**config.mk**
```make
export PLATFORM = sky130hd
export DESIGN_NAME = sm83_cb_seq
export DESIGN_NICKNAME = d
export VERILOG_FILES = /design/src/rtl/alu_pkg.sv /design/src/rtl/sm83_cb_line_rom.sv /design/src/rtl/sm83_cb_seq.sv
export SDC_FILE = /design/constraint.sdc
export NUM_CORES = 1
export LEC_CHECK = 0
export ABC_AREA = 1
export BUFFER_PORTS_ARGS = -buffer_cell sky130_fd_sc_hd__buf_4
export CAP_MARGIN = 20
export CORE_ASPECT_RATIO = 0.9
export CORE_MARGIN = 2
export CORE_UTILIZATION = 30
export CTS_CLUSTER_DIAMETER = 150
export DETAILED_ROUTE_END_ITERATION = 6
export PLACE_DENSITY = 0.63
export SETUP_SLACK_MARGIN = 0.5
export SLEW_MARGIN = 10
export SYNTH_ARGS = -nofsm -noshare
export SYNTH_HDL_FRONTEND = slang
export SYNTH_HIERARCHICAL = 1
export SYNTH_SLANG_ARGS = --single-unit
```
**constraint.sdc**
```tcl
create_clock -name clk -period 2.8 [get_ports clk]
set_input_delay 0.14 -clock clk [delete_from_list [all_inputs] [get_ports clk]]
set_output_delay 0.14 -clock clk [all_outputs]
set_load 0.01 [all_outputs]
```
**src/rtl/alu_pkg.sv**
```systemverilog
// Shared ALU/CB-sequencer definitions: control-word layout, enable/load
// encodings, shifter mode table, carry-chain bundles, sequencer states and
// a reference result function for the CB operations.
package alu_pkg;

  // ALU output-enable source
  typedef enum logic [1:0] {NO_OE = 2'd0, BS_OE = 2'd1, SH_OE = 2'd2, RES_OE = 2'd3} oe_e;

  // ALU input latch control
  typedef enum logic {NO_LD = 1'b0, BUS_LD = 1'b1} ld_e;

  // Shifter mode; NO_SH passes the operand straight through
  typedef enum logic [3:0] {
    NO_SH   = 4'd0,
    SH_RLC  = 4'd1,
    SH_RRC  = 4'd2,
    SH_RL   = 4'd3,
    SH_RR   = 4'd4,
    SH_SLA  = 4'd5,
    SH_SRA  = 4'd6,
    SH_SWAP = 4'd7,
    SH_SRL  = 4'd8
  } sh_e;

  // Carry-chain control bundle
  typedef struct packed {
    logic r;
    logic s;
    logic v;
    logic ne;
    logic ci;
  } cc_t;

  // One ALU control word per cycle
  typedef struct packed {
    logic [2:0] bs;
    oe_e        oe;
    ld_e        la;
    ld_e        lb;
    logic       l;
    logic       h;
    sh_e        sh;
    cc_t        cc;
  } alu_line_t;

  localparam cc_t CC_PASS = '{r: 1'b0, s: 1'b0, v: 1'b0, ne: 1'b0, ci: 1'b0};
  localparam cc_t CC_AND  = '{r: 1'b0, s: 1'b1, v: 1'b0, ne: 1'b0, ci: 1'b1};
  localparam cc_t CC_ANDN = '{r: 1'b0, s: 1'b1, v: 1'b0, ne: 1'b1, ci: 1'b1};
  localparam cc_t CC_OR   = '{r: 1'b1, s: 1'b1, v: 1'b0, ne: 1'b0, ci: 1'b0};

  localparam alu_line_t IDLE_LINE = '{bs: 3'd0, oe: NO_OE, la: NO_LD, lb: NO_LD,
                                      l: 1'b0, h: 1'b0, sh: NO_SH, cc: CC_PASS};

  // Shift mode selected by opcode[5:3] in the 00-3F range
  localparam sh_e SH_MODE [8] = '{SH_RLC, SH_RRC, SH_RL, SH_RR,
                                  SH_SLA, SH_SRA, SH_SWAP, SH_SRL};

  // CB opcode group, opcode[7:6]
  typedef enum logic [1:0] {GRP_SHIFT = 2'd0, GRP_BIT = 2'd1, GRP_RES = 2'd2, GRP_SET = 2'd3} cb_group_e;

  // Sequencer states
  typedef enum logic [2:0] {
    ST_IDLE   = 3'd0,
    ST_MASK   = 3'd1,
    ST_MRD    = 3'd2,
    ST_LOAD   = 3'd3,
    ST_RESULT = 3'd4,
    ST_MWR    = 3'd5
  } cb_state_e;

  // Result byte of a CB operation. The F carry is not visible here, so RL/RR
  // rotate in 0; the value is used only as (HL) write-back data and as the
  // ALU bus value in RESULT.
  function automatic logic [7:0] cb_result(input cb_group_e grp, input logic [2:0] b,
                                           input logic [7:0] x);
    logic [7:0] mask;
    logic [7:0] r;
    mask = 8'd1 << b;
    r    = x;
    case (grp)
      GRP_BIT: r = x & mask;
      GRP_RES: r = x & ~mask;
      GRP_SET: r = x | mask;
      default: begin
        case (b)
          3'd0:    r = {x[6:0], x[7]};
          3'd1:    r = {x[0], x[7:1]};
          3'd2:    r = {x[6:0], 1'b0};
          3'd3:    r = {1'b0, x[7:1]};
          3'd4:    r = {x[6:0], 1'b0};
          3'd5:    r = {x[7], x[7:1]};
          3'd6:    r = {x[3:0], x[7:4]};
          default: r = {1'b0, x[7:1]};
        endcase
      end
    endcase
    return r;
  endfunction

endpackage

```
**src/rtl/sm83_cb_line_rom.sv**
```systemverilog
// ALU control-word table: pure function of sequencer state, opcode group
// and bit/shift index.
module sm83_cb_line_rom
  import alu_pkg::*;
(
  input  cb_state_e  state,
  input  cb_group_e  group,
  input  logic [2:0] b,
  output alu_line_t  line
);

  cc_t cc;

  // Decode the control word for the current state
  always_comb begin
    case (group)
      GRP_BIT: cc = CC_AND;
      GRP_RES: cc = CC_ANDN;
      GRP_SET: cc = CC_OR;
      default: cc = CC_PASS;
    endcase
    line = IDLE_LINE;
    case (state)
      ST_MASK: begin
        line.bs = b;
        line.oe = BS_OE;
        line.lb = BUS_LD;
      end
      ST_LOAD: begin
        line.oe = SH_OE;
        line.la = BUS_LD;
        line.lb = NO_LD;
        line.l  = 1'b1;
        line.h  = 1'b0;
        line.sh = (group == GRP_SHIFT) ? SH_MODE[b] : NO_SH;
        line.cc = cc;
      end
      ST_RESULT: begin
        line.oe = RES_OE;
        line.la = NO_LD;
        line.lb = NO_LD;
        line.l  = 1'b0;
        line.h  = 1'b1;
        line.cc = cc;
      end
      default: line = IDLE_LINE;
    endcase
  end

endmodule

```
**src/rtl/sm83_cb_seq.sv**
```systemverilog
// CB-prefix micro-sequencer: steps one CB opcode through MASK/MRD/LOAD/
// RESULT/MWR and drives the ALU control word, operand bus and strobes.
// Define SM83_CB_HL_EN to support (HL) operands; otherwise register 6 is
// rejected with an illegal pulse and the memory strobes are tied low.
//
// Handshake: an opcode is taken on a rising edge where op_valid && op_ready;
// op_ready is high only in IDLE (and not during reset or the cycle after a
// rejected opcode). The source holds op_valid/opcode until taken.
module sm83_cb_seq
  import alu_pkg::*;
(
  input  logic       clk,
  input  logic       reset_n,
  input  logic       op_valid,
  output logic       op_ready,
  input  logic [7:0] opcode,
  output alu_line_t  alu_line,
  output logic [7:0] alu_op,
  output logic [2:0] reg_sel,
  input  logic [7:0] reg_rdata,
  output logic       reg_we,
  output logic       flags_we,
  output logic       mem_rd,
  output logic       mem_wr,
  input  logic       mem_ack,
  input  logic [7:0] mem_rdata,
  output logic       done,
  output logic       illegal,
  output cb_state_e  dbg_state
);

`ifdef SM83_CB_HL_EN
  localparam logic HL_EN = 1'b1;
`else
  localparam logic HL_EN = 1'b0;
`endif

  cb_state_e  state_q;
  cb_group_e  grp_q;
  logic [2:0] b_q;
  logic [2:0] reg_q;
  logic [7:0] mem_q;
  logic [7:0] res_q;
  logic       illegal_q;

  logic       accept;
  logic       hl_q;
  logic       need_mwr;
  logic [7:0] operand;
  alu_line_t  rom_line;

  assign accept   = op_valid && op_ready;
  assign hl_q     = HL_EN && (reg_q == 3'd6);
  assign need_mwr = hl_q && (grp_q != GRP_BIT);
  assign operand  = hl_q ? mem_q : reg_rdata;

  sm83_cb_line_rom u_line_rom (
    .state (state_q),
    .group (grp_q),
    .b     (b_q),
    .line  (rom_line)
  );

  // Sequencer FSM: latches opcode fields, captures (HL) data and the result
  always_ff @(posedge clk) begin
    if (!reset_n) begin
      state_q   <= ST_IDLE;
      grp_q     <= GRP_SHIFT;
      b_q       <= 3'd0;
      reg_q     <= 3'd0;
      mem_q     <= 8'd0;
      res_q     <= 8'd0;
      illegal_q <= 1'b0;
    end else begin
      illegal_q <= 1'b0;
      case (state_q)
        ST_IDLE: begin
          if (accept) begin
            grp_q <= cb_group_e'(opcode[7:6]);
            b_q   <= opcode[5:3];
            reg_q <= opcode[2:0];
            if ((opcode[2:0] == 3'd6) && !HL_EN) illegal_q <= 1'b1;
            else if (opcode[7:6] != 2'b00)      state_q   <= ST_MASK;
            else if (opcode[2:0] == 3'd6)       state_q   <= ST_MRD;
            else                                state_q   <= ST_LOAD;
          end
        end
        ST_MASK:   state_q <= hl_q ? ST_MRD : ST_LOAD;
        ST_MRD: begin
          if (mem_ack) begin
            mem_q   <= mem_rdata;
            state_q <= ST_LOAD;
          end
        end
        ST_LOAD: begin
          res_q   <= cb_result(grp_q, b_q, operand);
          state_q <= ST_RESULT;
        end
        ST_RESULT: state_q <= need_mwr ? ST_MWR : ST_IDLE;
        ST_MWR:    if (mem_ack) state_q <= ST_IDLE;
        default:   state_q <= ST_IDLE;
      endcase
    end
  end

  // Operand bus: source value in LOAD, result in RESULT/MWR
  always_comb begin
    alu_op = 8'd0;
    if (reset_n) begin
      case (state_q)
        ST_LOAD:           alu_op = operand;
        ST_RESULT, ST_MWR: alu_op = res_q;
        default:           alu_op = 8'd0;
      endcase
    end
  end

  assign op_ready  = reset_n && (state_q == ST_IDLE) && !illegal_q;
  assign alu_line  = reset_n ? rom_line : IDLE_LINE;
  assign reg_sel   = reg_q;
  assign reg_we    = reset_n && (state_q == ST_RESULT) && (grp_q != GRP_BIT) && !hl_q;
  assign flags_we  = reset_n && (state_q == ST_RESULT) &&
                     ((grp_q == GRP_BIT) || (grp_q == GRP_SHIFT));
  assign done      = reset_n && (((state_q == ST_RESULT) && !need_mwr) ||
                                 ((state_q == ST_MWR) && mem_ack));
  assign illegal   = illegal_q;
  assign dbg_state = state_q;

`ifdef SM83_CB_HL_EN
  assign mem_rd = reset_n && (state_q == ST_MRD);
  assign mem_wr = reset_n && (state_q == ST_MWR);
`else
  assign mem_rd = 1'b0;
  assign mem_wr = 1'b0;
`endif

endmodule
```
==> results.sh <==
export IMPL_finalWirelength_um=5423
export IMPL_clockBufferDepth=2
export IMPL_cts_resized=0
export IMPL_syn_inst=337
export IMPL_first_pass_iters=4
export IMPL_syn_area_per_cell_um2=5.736
export IMPL_clkLatencyLatePin_ps=260
export IMPL_period_needed_ps=1960
export IMPL_grt_first_pass_wirelength_um=9052
export IMPL_grt_overflow_total=0
export IMPL_worst_path_largest_cell_delay_ps=550
export IMPL_arrival_ps=1820
export IMPL_ctsRootBufferMaster="clkbuf_8"
export IMPL_skew_ps=6.519
export IMPL_cp_cell_sequence="nand2_1 -> nor2_1 -> nand2_1 -> nor2_1 -> buf_4"
export IMPL_cp_required_ps=2660
export IMPL_synth_cell_types=26
export IMPL_antenna_found_initial=0
export IMPL_final_cell_mix="nand2_1, buf_4, inv_1"
export IMPL_initialDrtViolationCount=178
export IMPL_fmax_mhz=510.3
export IMPL_syn_area_um2=1933
export IMPL_row_count=27
export IMPL_viasPerCell=4.660
export IMPL_finalPower_mw=0.9421
export IMPL_maxCapViolCount=0
export IMPL_coreArea_um2=6182
export IMPL_seq_area_frac_synth=0.2071
export IMPL_tightest_slew_ps=591.0
export IMPL_start_util=0.3127
export IMPL_finalHoldViolCount=0
export IMPL_path_class="reg -> out"
export IMPL_nNetsFinal=420
export IMPL_setup_viol=0
export IMPL_min_path_type="in -> reg"
export IMPL_cp_max_fo=9
export IMPL_drive_gt1_frac=0.1837
export IMPL_outcome="finished, final reports clean"
export IMPL_end_kind="output port"
export IMPL_die_x_um=88.62
export IMPL_rsz0062_at_grt="no"
export IMPL_maxSlewHeadroom=0.6054
export IMPL_area_growth_pct=25.89
export IMPL_post_drt_wl_per_cell_um=11.59
export IMPL_grt_usage=0.1549
export IMPL_final_common_cell="nand2_1"
export IMPL_num_io_pins=67
export IMPL_portBuffers=55
export IMPL_dr_total_vias=2181
export IMPL_htreeDepth=1
export IMPL_fin_setup_tns_ps=0
export IMPL_ys_seq_elements=20
export IMPL_drc=0
export IMPL_cts_hold_buffers=0
export IMPL_irDropWorstVdd_uv=207.0
export IMPL_critPathSlowestCell="dfxtp_1"
export IMPL_finalCritPeriodShare=0.6999
export IMPL_n_antenna_cell=0
export IMPL_place_congestion=0.8406
export IMPL_drv_slew=0
export IMPL_clk_pin_slew_ps=80
export IMPL_drt_antenna_violating_nets=0
export IMPL_die_height_um=80.16
export IMPL_cts_tree="done"
export IMPL_numCtsBuffers=3
export IMPL_cp_start_kind="flip-flop"
export IMPL_yosys_warnings=6
export IMPL_post_cts_setup_buffers=0
export IMPL_grt_pass1_vias=1924
export IMPL_p_leak_nw=1.319
export IMPL_dp_hpwl_um=4088
export IMPL_die_area_um2=7103
export IMPL_grt_max_degree=42
export IMPL_power_per_cell_area_nw_per_um2=387.1
export IMPL_cts_sinks=20
## cells by family (layout without fill, tap and decap cells)
family | count (synthesis) | after routing | synth area share
buffers and inverters | 76 | 119 | 0.1618
DFF | 20 | 20 | 0.2071
adders and majority gates | 10 | 10 | 0.06472
and+or+nand+nor | 160 | 160 | 0.3553
other | 2 | 3 | 0.003885
AOI/OAI and AO/OA | 69 | 69 | 0.2071
## layout make-up
| cell class | instances | area [um^2] |
|---|---|---|
| Inverter | 58 | 217.7 |
| Clock buffer | 4 | 55.05 |
| Sequential cell | 20 | 400.4 |
| Tap cell | 87 | 108.9 |
| Multi-Input combinational cell | 242 | 1224 |
| Timing Repair Buffer | 57 | 427.9 |
| Fill cell | 663 | 3749 |
## flip-flops by register name, summed over array words and instances, names as in the netlist
name       count
dbg_state      3
reg_sel        3
grp_q          2
b_q            3
res_q          8
illegal        1
## path summary, 6_finish.rpt
path	startpoint	depth (start not counted)	slack (ps)	endpoint
setup / recovery	dbg_state[2]	5	840	flags_we
hold reg to reg	reg_sel[2]	2	460	reg_sel[2]
hold / removal	opcode[7]	3	160	grp_q[1]
setup reg to reg	b_q[2]	8	1020	res_q[7]
## power breakdown
part,internal (mW),leakage [nW],switching [mW]
clock network,0.125,0.0288,0.106
registers,0.306,0.163,0.0371
logic,0.138,1.13,0.229
total,0.570,1.32,0.373
## Yosys cell counts
cell / count / area, um^2
nand2_1: 94 / 352.8
inv_1: 56 / 210.2
a21oi_1: 37 / 185.2
nor2_1: 30 / 112.6
nand3_1: 22 / 110.1
dfxtp_1: 20 / 400.4
o21ai_0: 17 / 85.08
ha_1: 10 / 125.1
a32o_1: 8 / 80.08
buf_2: 6 / 30.03
clkbuf_1: 6 / 22.52
o211ai_1: 6 / 45.04
nand4_1: 5 / 31.28
buf_4: 3 / 22.52
conb_1: 2 / 7.510
inv_2: 2 / 7.510
nand2_2: 2 / 12.51
nand3_2: 2 / 20.02
nand3b_1: 2 / 15.01
buf_1: 1 / 3.750
buf_6: 1 / 11.26
clkbuf_2: 1 / 5.000
nor2_2: 1 / 6.260
nor3_2: 1 / 10.01
nor3_4: 1 / 16.27
o21ai_1: 1 / 5.000
## critical path, delay by kind of cell, from the launching register on
family | cells | cell delay [ps]
simple gates | 4 | 880
flops | 1 | 550
buf+inv | 1 | 130
## per-stage QoR
| stage | setup slack, ps | area, um^2 | hold slack, ps | util | cells |
|---|---|---|---|---|---|
| final | 840.3 | 2434 | 155.5 | 0.3936 | 468 |
| after global routing | 535.9 | 2434 | 160.7 | 0.3936 | 468 |
| after CTS | 819.8 | 2434 | 152.0 | 0.3936 | 468 |
| after detailed placement | 1054 | 2379 | 430.1 | 0.3847 | 464 |
| after global placement | 1079 | 2379 | 422.4 | 0.3847 | 464 |
| after floorplan | 1326 | 1937 | 304.4 | - | 338 |
## layer usage
metal / vias up / part of all wire / track usage
met5: - / 0 / 0
met4: 0 / 0.0041 / 0.02576
met3: 4 / 0.066 / 0.02980
met2: 57 / 0.43 / 0.2323
met1: 960 / 0.50 / 0.2303
li1: 1160 / - / -
(Power assumes the default switching activity.)
